File: config.mk
export PLATFORM = sky130hd
export DESIGN_NAME = dmem_mmio_responder
export DESIGN_NICKNAME = d
export VERILOG_FILES = /design/src/rtl/dmem_mmio_responder.sv
export SDC_FILE = /design/constraint.sdc
export NUM_CORES = 1
export LEC_CHECK = 0
export CAP_MARGIN = 20
export CORE_MARGIN = 4
export CORE_UTILIZATION = 44
export DETAILED_ROUTE_END_ITERATION = 16
export HOLD_SLACK_MARGIN = 0.03
export MAX_ROUTING_LAYER = met4
export PLACE_DENSITY = 0.71
export SLEW_MARGIN = 10
export SYNTH_ARGS = -nofsm -noshare
export SYNTH_HDL_FRONTEND = slang
export SYNTH_SLANG_ARGS = --single-unit
File: constraint.sdc
create_clock -name clock -period 3.4 [get_ports clock]
set_input_delay 0.85 -clock clock [delete_from_list [all_inputs] [get_ports clock]]
set_output_delay 0.85 -clock clock [all_outputs]
set_load 0.05 [all_outputs]
File: src/rtl/dmem_mmio_responder.sv
// MMIO peripheral on the core's data-memory port: GPIO out/in with rising-edge
// flags, a down-counting timer with optional auto-reload, and a level interrupt.
module dmem_mmio_responder #(
  parameter logic [31:0] BASE       = 32'h0000_0900,
  parameter int          GPIO_IN_W  = 5,
  parameter int          GPIO_OUT_W = 16
) (
  input  logic                  clock,
  input  logic                  reset,
  input  logic                  we,
  input  logic [31:0]           addr,
  input  logic [31:0]           wd,
  output logic [31:0]           rd,
  output logic                  hit,
  input  logic [GPIO_IN_W-1:0]  gpio_in,
  output logic [GPIO_OUT_W-1:0] gpio_out,
  output logic                  irq
);

  localparam logic [2:0] OFF_GPIO_OUT   = 3'd0;
  localparam logic [2:0] OFF_GPIO_IN    = 3'd1;
  localparam logic [2:0] OFF_EDGE_FLAGS = 3'd2;
  localparam logic [2:0] OFF_TIMER_CTRL = 3'd3;
  localparam logic [2:0] OFF_TIMER_LOAD = 3'd4;
  localparam logic [2:0] OFF_TIMER_CNT  = 3'd5;
  localparam logic [2:0] OFF_IRQ_STATUS = 3'd6;
  localparam logic [2:0] OFF_IRQ_EN     = 3'd7;

  logic [GPIO_OUT_W-1:0] gpio_out_q;
  logic [GPIO_IN_W-1:0]  sync1, sync2, prev, edge_flags;
  logic                  tmr_en, tmr_auto_reload, tmr_exp;
  logic [31:0]           tmr_load, tmr_count;
  logic [1:0]            irq_en;

  logic [2:0]           sel;
  logic                 wr;
  logic                 wr_gpio_out, wr_edge, wr_ctrl, wr_load, wr_status, wr_irq_en;
  logic [GPIO_IN_W-1:0] rise, edge_clr;
  logic                 edge_any, tmr_fire;
  logic [31:0]          rd_word;

  // Word-aligned accesses only; the byte-lane bits carry no meaning here.
  logic unused_byte_lane;
  assign unused_byte_lane = &{1'b0, addr[1:0]};

  assign hit = (addr[31:5] == BASE[31:5]);
  assign sel = addr[4:2];
  assign wr  = we & hit;

  assign wr_gpio_out = wr && (sel == OFF_GPIO_OUT);
  assign wr_edge     = wr && (sel == OFF_EDGE_FLAGS);
  assign wr_ctrl     = wr && (sel == OFF_TIMER_CTRL);
  assign wr_load     = wr && (sel == OFF_TIMER_LOAD);
  assign wr_status   = wr && (sel == OFF_IRQ_STATUS);
  assign wr_irq_en   = wr && (sel == OFF_IRQ_EN);

  assign rise     = sync2 & ~prev;
  assign edge_clr = wr_edge ? wd[GPIO_IN_W-1:0] : '0;
  assign edge_any = |edge_flags;

  // A software LOAD/CTRL write pre-empts the timer step, so it can never expire that cycle.
  assign tmr_fire = tmr_en && (tmr_count == 32'd1) && !wr_load && !wr_ctrl;

  // NOTE: sequential state uses non-blocking assignments so every flop samples
  // pre-edge values; blocking here would make sync1->sync2->prev collapse into one stage.
  always_ff @(posedge clock or posedge reset) begin
    if (reset) begin
      gpio_out_q <= '0;
      sync1      <= '0;
      sync2      <= '0;
      prev       <= '0;
      edge_flags <= '0;
      irq_en     <= '0;
    end else begin
      sync1      <= gpio_in;
      sync2      <= sync1;
      prev       <= sync2;
      // Hardware set beats a simultaneous W1C of the same bit.
      edge_flags <= (edge_flags & ~edge_clr) | rise;
      if (wr_gpio_out) gpio_out_q <= wd[GPIO_OUT_W-1:0];
      if (wr_irq_en)   irq_en     <= wd[1:0];
    end
  end

  always_ff @(posedge clock or posedge reset) begin
    if (reset) begin
      tmr_en          <= 1'b0;
      tmr_auto_reload <= 1'b0;
      tmr_load        <= '0;
      tmr_count       <= '0;
      tmr_exp         <= 1'b0;
    end else begin
      tmr_exp <= (tmr_exp & ~(wr_status & wd[0])) | tmr_fire;
      if (wr_load) begin
        tmr_load  <= wd;
        tmr_count <= wd;
      end else if (wr_ctrl) begin
        tmr_en          <= wd[0];
        tmr_auto_reload <= wd[1];
      end else if (tmr_fire) begin
        if (tmr_auto_reload) begin
          tmr_count <= tmr_load;
        end else begin
          tmr_count <= '0;
          tmr_en    <= 1'b0;
        end
      end else if (tmr_en && (tmr_count > 32'd1)) begin
        tmr_count <= tmr_count - 32'd1;
      end
    end
  end

  // NOTE: rd_word gets a full default before the case so no path leaves it
  // unassigned, which would otherwise infer a latch.
  always_comb begin
    rd_word = '0;
    unique case (sel)
      OFF_GPIO_OUT:   rd_word[GPIO_OUT_W-1:0] = gpio_out_q;
      OFF_GPIO_IN:    rd_word[GPIO_IN_W-1:0]  = sync2;
      OFF_EDGE_FLAGS: rd_word[GPIO_IN_W-1:0]  = edge_flags;
      OFF_TIMER_CTRL: rd_word[1:0]            = {tmr_auto_reload, tmr_en};
      OFF_TIMER_LOAD: rd_word                 = tmr_load;
      OFF_TIMER_CNT:  rd_word                 = tmr_count;
      OFF_IRQ_STATUS: rd_word[1:0]            = {edge_any, tmr_exp};
      OFF_IRQ_EN:     rd_word[1:0]            = irq_en;
      default:        rd_word                 = '0;
    endcase
  end

  assign rd       = hit ? rd_word : 32'd0;
  assign gpio_out = gpio_out_q;
  assign irq      = |({edge_any, tmr_exp} & irq_en);

endmodule

==> results of run 1 <==
[routing by layer]
| metal | vias to the layer above | track usage [%] |
|---|---|---|
| li1 | 2661 | - |
| met2 | 254 | 39.31 |
| met4 | 0 | 10.17 |
| met3 | 36 | 4.026 |
| met1 | 2842 | 33.75 |
| met5 | - | - |
[Yosys cell counts, types with 3 or more instances]
library cell    n  share of area, %
a211o_1         7               1.0
a21oi_1         8              0.68
a222oi_1        8               1.4
a22o_1         16               2.4
a22oi_1        33               4.2
a32o_1          3              0.51
a32oi_1         9               1.3
and2_1          3              0.32
and3_1          3              0.32
and4_1          3              0.45
buf_1           5              0.32
buf_2           5              0.43
clkbuf_1       35               2.2
dfrtp_1       105                45
inv_1          14              0.90
mux2_2         30               5.8
mux4_2          4               1.5
nand2_1       132               8.5
nand2b_1        4              0.43
nand3_1        27               2.3
nand4_1         4              0.43
nand4b_1        3              0.45
nor2_1         50               3.2
nor3_1         18               1.5
nor4_1         15               1.6
o21ai_0        27               2.3
o21ai_1         3              0.26
o2bb2ai_1       3              0.45
o311ai_0        5              0.75
or3_1          13               1.4
or4_1           7              0.90
[stage by stage]
stage | power, mW | util [%] | cell area [sq um]
after floorplan | 1.347 | - | 6032
after global placement | 1.474 | 62.79 | 8053
after detailed placement | 1.477 | 62.79 | 8053
after CTS | 2.596 | 65.98 | 8462
after global routing | 2.657 | 66.26 | 8498
final | 2.575 | 66.26 | 8498
[flip-flops by register name (all words and copies together), names as in the netlist]
name,cells
tmr_en,1
tmr_auto_reload,1
sync1,5
prev,5
tmr_load,32
sync2,5
gpio_out,16
tmr_exp,1
irq_en,2
tmr_count,32
edge_flags,5
[cell families (layout without fill, tap and decap cells)]
| family | Yosys count | count (layout) |
|---|---|---|
| AND/OR/NAND/NOR | 296 | 297 |
| buffers and inverters | 61 | 204 |
| flip-flops | 105 | 105 |
| adder cells (fa/ha/maj) | 2 | 2 |
| AO/OA/AOI/OAI | 144 | 144 |
| multiplexers | 36 | 36 |
[worst paths after layout]
check,slack [ns],to,cells past startpoint
setup / recovery,-0.12,rd[13],8
hold / removal,0.35,sync2[3],0
setup reg to reg,0.51,tmr_count[31],6
hold reg to reg,0.35,sync2[3],0
max in group asynchronous,1.75,tmr_load[15],3
min in group asynchronous,0.95,sync2[0],2
[timing repair]
item,4_1_cts,5_1_grt
cloned,1,0
setup endpoints to repair,35,51
gates resized for setup,52,13
setup buffers,9,0
pin swaps,14,7
[where the power goes]
part           leakage (nW)  internal, mW  switching [mW]
combinational          2.07        0.0969          0.0921
sequential             1.37          1.26         0.00402
clock                 0.153         0.650           0.475
[layout make-up]
| cell class | count | area share, % |
|---|---|---|
| inverters | 14 | 0.6625 |
| repair buffers | 174 | 24.03 |
| clock inverters | 6 | 1.060 |
| well taps | 172 | 2.532 |
| flip-flops and latches | 105 | 30.92 |
| multi-input cells | 479 | 38.10 |
| clock buffers | 10 | 2.694 |
==> reports/summary.txt, run 1 <==
Status: complete, but fails checks
Failing checks: negative setup slack
Most common cell after layout, fill and taps aside: nand2_1
Core Area: 12820 sq um
Initial antenna violation count: 0
Final hold vios: 0
Sequential fraction of the synthesis area: 44.94%
Leakage: 3.589 nW
Multi-input logic area: 3238 sq um
Routed wl met3: 1328 um
Main combinational cell family by area after synthesis: simple AND/OR/NAND/NOR gates
Startpoint Class: input pin
Xor/xnor share of the synthesized area: 0%
Pins over their slew limit: 0
Simple-Gate Fraction of Synth Area: 23.95%
Cell mode on critical path: buf_6
Detailed Route Iter0 Violations: 535
Min Tclk post-route: 3.519 ns
Pre-CTS WS: -0.4415 ns
#FFs+latches synth: 105
Non-filler instance count after layout: 960
Worst hold path type: register to register
WL final: 18300 um
Clock Tree Buf Depth: 2
Setup WS post-layout: -0.1187 ns
Detailed-route wire length per cell: 19.06 um
DRT Pass-1 Iters: 7
Placed Cells: 936
Async set-reset flop share out of synthesis: 100.0%
Port bufs: 119
DR WL met2: 8719 um
Hold buffers post-CTS: 0
Vias in the first global route: 5853
Crit. Startpoint: addr[9]
PwrDens: 303.0 nW/um^2
Reg area: 2628 sq um
Grt total ovfl: 0
Layout net count: 857
Skew final: 0.007472 ns
Starting Density: 45.59%
Netlist cell types: 61
CTS H-tree lvls: 3
Row cnt: 41
CTS root buffer: clkbuf_16
Die Wd: 123.3 um
# setup viols final: 12
Layout overhead on the synthesized area: 45.35%
Crit path DAT: 2.67 ns
Worst slew margin: 52.52%
Overall Global Routing Usage: 25.45%
Most frequent cells in the layout: 132 x nand2_1, 105 x dfrtp_1, 60 x clkdlybuf4s50_1
Hold wc startpoint: sync1[3]
Compound-Gate Fraction of Synth Area: 18.57%
Full die area: 15200 sq um
Syn avg cell area: 9.079 sq um
Post-Syn Nets: 718
Mapped cell area: 5847 sq um
CTS sink cnt: 105
Post-synthesis mux area share: 7.939%
CP Capture Type: primary output
HPWL Detailed: 13060 um
CP delay by family, top: simple AND/OR/NAND/NOR gates
Final antenna-violating net count: 0
CP Buf/Inv Count: 3
Vias per cell: 6.034
Yosys Warn Count: 0
Met1 wire length: 7865 um
R2r startpoint: tmr_count[4]
First-pass GRT wire length: 29540 um
Largest net degree at the start of global routing: 42
TritonCTS buffer count: 9
TNS Setup: -1.081 ns
Slew @ Worst Pin: 0.7108 ns
Crit-path cells: buf_6, or4b_4, nor3_4, nand2b_4, buf_6, or3_4, nor2_4, buf_12
Ports: 122
Maximum capacitance violations: 0
Hold slack: 0.3489 ns
DR top layer: met4
Cells after synthesis: 644
Maximum fanout along the worst path: 5
RSZ-0062 raised after global routing: true
Adder-Cell Fraction of Synth Area: 0.4280%
Die height: 123.3 um
Main synth FF type: dfrtp_1
Via count: 5793
CTS clk-pin slew, worst paths: 0.07 ns
DRC viols: 0
Final Cycle Share: 103.5%
CTS tree: built
FMAX: 0.2842 GHz
CP max stage cell: or4b_4
Ant diodes: 0
Crit-path max cell delay: 0.55 ns
Required time worst endpoint: 2.55 ns
Post-synth EDFFs: 0
Clock Latency Late Sink: 0.36 ns
Fill cells: 1005
VDD IR-drop max: 0.0002486 V
Routability cong.: 0.9172
Layout cells sized above 1: 24.49%
Crit path kind: input pin to primary output
No activity file was read; power rests on OpenSTA's default activity.
==> inputs of run 2 (changes only) <==
Settings changed: CORE_ASPECT_RATIO from default to 0.8.
==> reports/summary.txt, run 2 (synthesized netlist as in run 1, its figures left out) <==
CTS clk-pin slew, worst paths: 0.08 ns (was 0.07 ns)
Slew @ Worst Pin: 0.7634 ns (was 0.7108 ns)
Row cnt: 37 (was 41)
Ports: 122 (unchanged)
WL final: 18490 um (was 18300 um)
Crit-path max cell delay: 0.55 ns (about the same)
Crit path DAT: 2.67 ns (about the same)
Largest net degree at the start of global routing: 39 (was 42)
Most frequent cells in the layout: 132 x nand2_1, 105 x dfrtp_1, 62 x buf_4 (was 132 x nand2_1, 105 x dfrtp_1, 60 x clkdlybuf4s50_1)
Pins over their slew limit: 0 (unchanged)
DRT Pass-1 Iters: 5 (was 7)
Multi-input logic area: 3233 sq um (was 3238 sq um)
CTS root buffer: clkbuf_16 (unchanged)
TritonCTS buffer count: 9 (unchanged)
CTS sink cnt: 105 (unchanged)
PwrDens: 291.3 nW/um^2 (was 303.0 nW/um^2)
CP Buf/Inv Count: 3 (unchanged)
Vias in the first global route: 5786 (was 5853)
TNS Setup: -1.052 ns (was -1.081 ns)
Via count: 5892 (was 5793)
Leakage: 3.661 nW (was 3.589 nW)
Ant diodes: 0 (unchanged)
CTS H-tree lvls: 3 (unchanged)
Final Cycle Share: 103.7% (was 103.5%)
Worst hold path type: register to register (unchanged)
Startpoint Class: input pin (unchanged)
Full die area: 15210 sq um (was 15200 sq um)
Clock Tree Buf Depth: 2 (unchanged)
Port bufs: 119 (unchanged)
Detailed-route wire length per cell: 18.87 um (was 19.06 um)
Grt total ovfl: 0 (unchanged)
CP max stage cell: or4b_4 (unchanged)
CTS tree: built (unchanged)
Clock Latency Late Sink: 0.35 ns (was 0.36 ns)
Fill cells: 977 (was 1005)
Placed Area: 8102 sq um (was 8053 sq um)
Maximum fanout along the worst path: 5 (unchanged)
Status: complete, but fails checks (unchanged)
Final hold vios: 0 (unchanged)
Starting Density: 45.27% (was 45.59%)
Die Wd: 136.9 um (was 123.3 um)
Layout overhead on the synthesized area: 46.35% (was 45.35%)
Cell mode on critical path: buf_6 (unchanged)
Final instance area: 8557 sq um (was 8498 sq um)
Worst slew margin: 49.00% (was 52.52%)
Maximum capacitance violations: 0 (unchanged)
Min Tclk post-route: 3.524 ns (was 3.519 ns)
Die height: 111.1 um (was 123.3 um)
Crit-path cells: buf_6, or4b_4, nor3_4, nand2b_4, buf_6, or3_4, nor2_4, buf_12 (unchanged)
Overall Global Routing Usage: 25.09% (was 25.45%)
Layout cells sized above 1: 26.09% (was 24.49%)
DRC viols: 0 (unchanged)
Final antenna-violating net count: 0 (unchanged)
First-pass GRT wire length: 29830 um (was 29540 um)
Initial antenna violation count: 0 (unchanged)
Hold buffers post-CTS: 0 (unchanged)
Reg area: 2628 sq um (unchanged)
CP delay by family, top: simple AND/OR/NAND/NOR gates (unchanged)
Vias per cell: 6.012 (was 6.034)
Layout net count: 874 (was 857)
VDD IR-drop max: 0.0002895 V (was 0.0002486 V)
Required time worst endpoint: 2.55 ns (about the same)
HPWL Detailed: 13110 um (was 13060 um)
Setup WS post-layout: -0.1245 ns (was -0.1187 ns)
RSZ-0062 raised after global routing: true (unchanged)
Core Area: 12920 sq um (was 12820 sq um)
# setup viols final: 12 (unchanged)
CP Capture Type: primary output (unchanged)
Crit path kind: input pin to primary output (unchanged)
Most common cell after layout, fill and taps aside: nand2_1 (unchanged)
Detailed Route Iter0 Violations: 670 (was 535)
Skew final: 0.009003 ns (was 0.007472 ns)
Routability cong.: 0.9541 (was 0.9172)
FMAX: 0.2837 GHz (was 0.2842 GHz)
Failing checks: negative setup slack (unchanged)
==> run 2: cell types whose count changed in the layout (fill, tap and decap cells not counted), moves of 2 or more <==
cell / change
dlygate4sd2_1: +4
a21oi_2: -2
a21oi_4: +2
bufinv_16: -2
buf_12: -3
a32oi_1: +2
buf_4: +20
clkdlybuf4s50_1: -3
inv_8: +3
a32oi_2: -2
clkdlybuf4s15_1: -3
==> run 2: stage by stage <==
step | instances | utilization, % | power (mW) | setup WS, ns | hold WS (ns)
final | 980 | 66.25 | 2.493 | -0.1245 | 0.3525
after global routing | 980 | 66.25 | 2.583 | -0.1794 | 0.3586
after CTS | 982 | 66.00 | 2.502 | -0.1040 | 0.3529
after detailed placement | 950 | 62.72 | 1.487 | -0.4548 | 0.3347
after global placement | 950 | 62.72 | 1.482 | -0.4364 | 0.3326
after floorplan | 644 | - | 1.347 | -0.2264 | 0.3312
==> run 2: power breakdown <==
group          leakage [nW]  switching (mW)  internal [mW]
logic                  2.15          0.0946          0.103
registers              1.37         0.00412           1.26
clock network         0.142           0.514          0.520
==> run 2: final timing paths <==
kind / slack [ns] / cells after the start / endpoint / start
setup / recovery: -0.12 / 8 / rd[6] / addr[7]
hold / removal: 0.35 / 0 / sync2[0] / sync1[0]
setup reg to reg: 0.50 / 6 / tmr_count[5] / tmr_count[4]
hold reg to reg: 0.35 / 0 / sync2[0] / sync1[0]
max in group asynchronous: 1.80 / 3 / gpio_out[7] / reset
min in group asynchronous: 0.98 / 2 / sync1[0] / reset
==> run 2: final cells by class <==
| type | instances | share of cell area, % |
|---|---|---|
| Sequential cell | 105 | 30.71 |
| Clock inverter | 7 | 0.7896 |
| Tap cell | 175 | 2.559 |
| Timing Repair Buffer | 191 | 24.83 |
| Clock buffer | 9 | 2.632 |
| Multi-Input combinational cell | 479 | 37.78 |
| Inverter | 14 | 0.7019 |
==> run 2: worst register-to-register path, stage by stage (launching register included) <==
cell and delay, ns:
dfrtp_1 0.48, or4_1 0.67, or4_1 0.52, o41a_1 0.38
and3_4 0.22, a32o_1 0.27, a211o_1 0.26
==> run 2: layer usage <==
layer  track usage, %  part of all wire (%)
met3            4.809                   8.9
met2            37.20                    46
met1            35.55                    44
met5                -                     0
met4            6.449                   1.9
==> run 2: timing repair <==
item / CTS / global route
cloned: 1 / 0
setup buffers: 15 / 0
pin swaps: 13 / 4
gates resized for setup: 53 / 15
endpoints found under the setup margin: 35 / 67
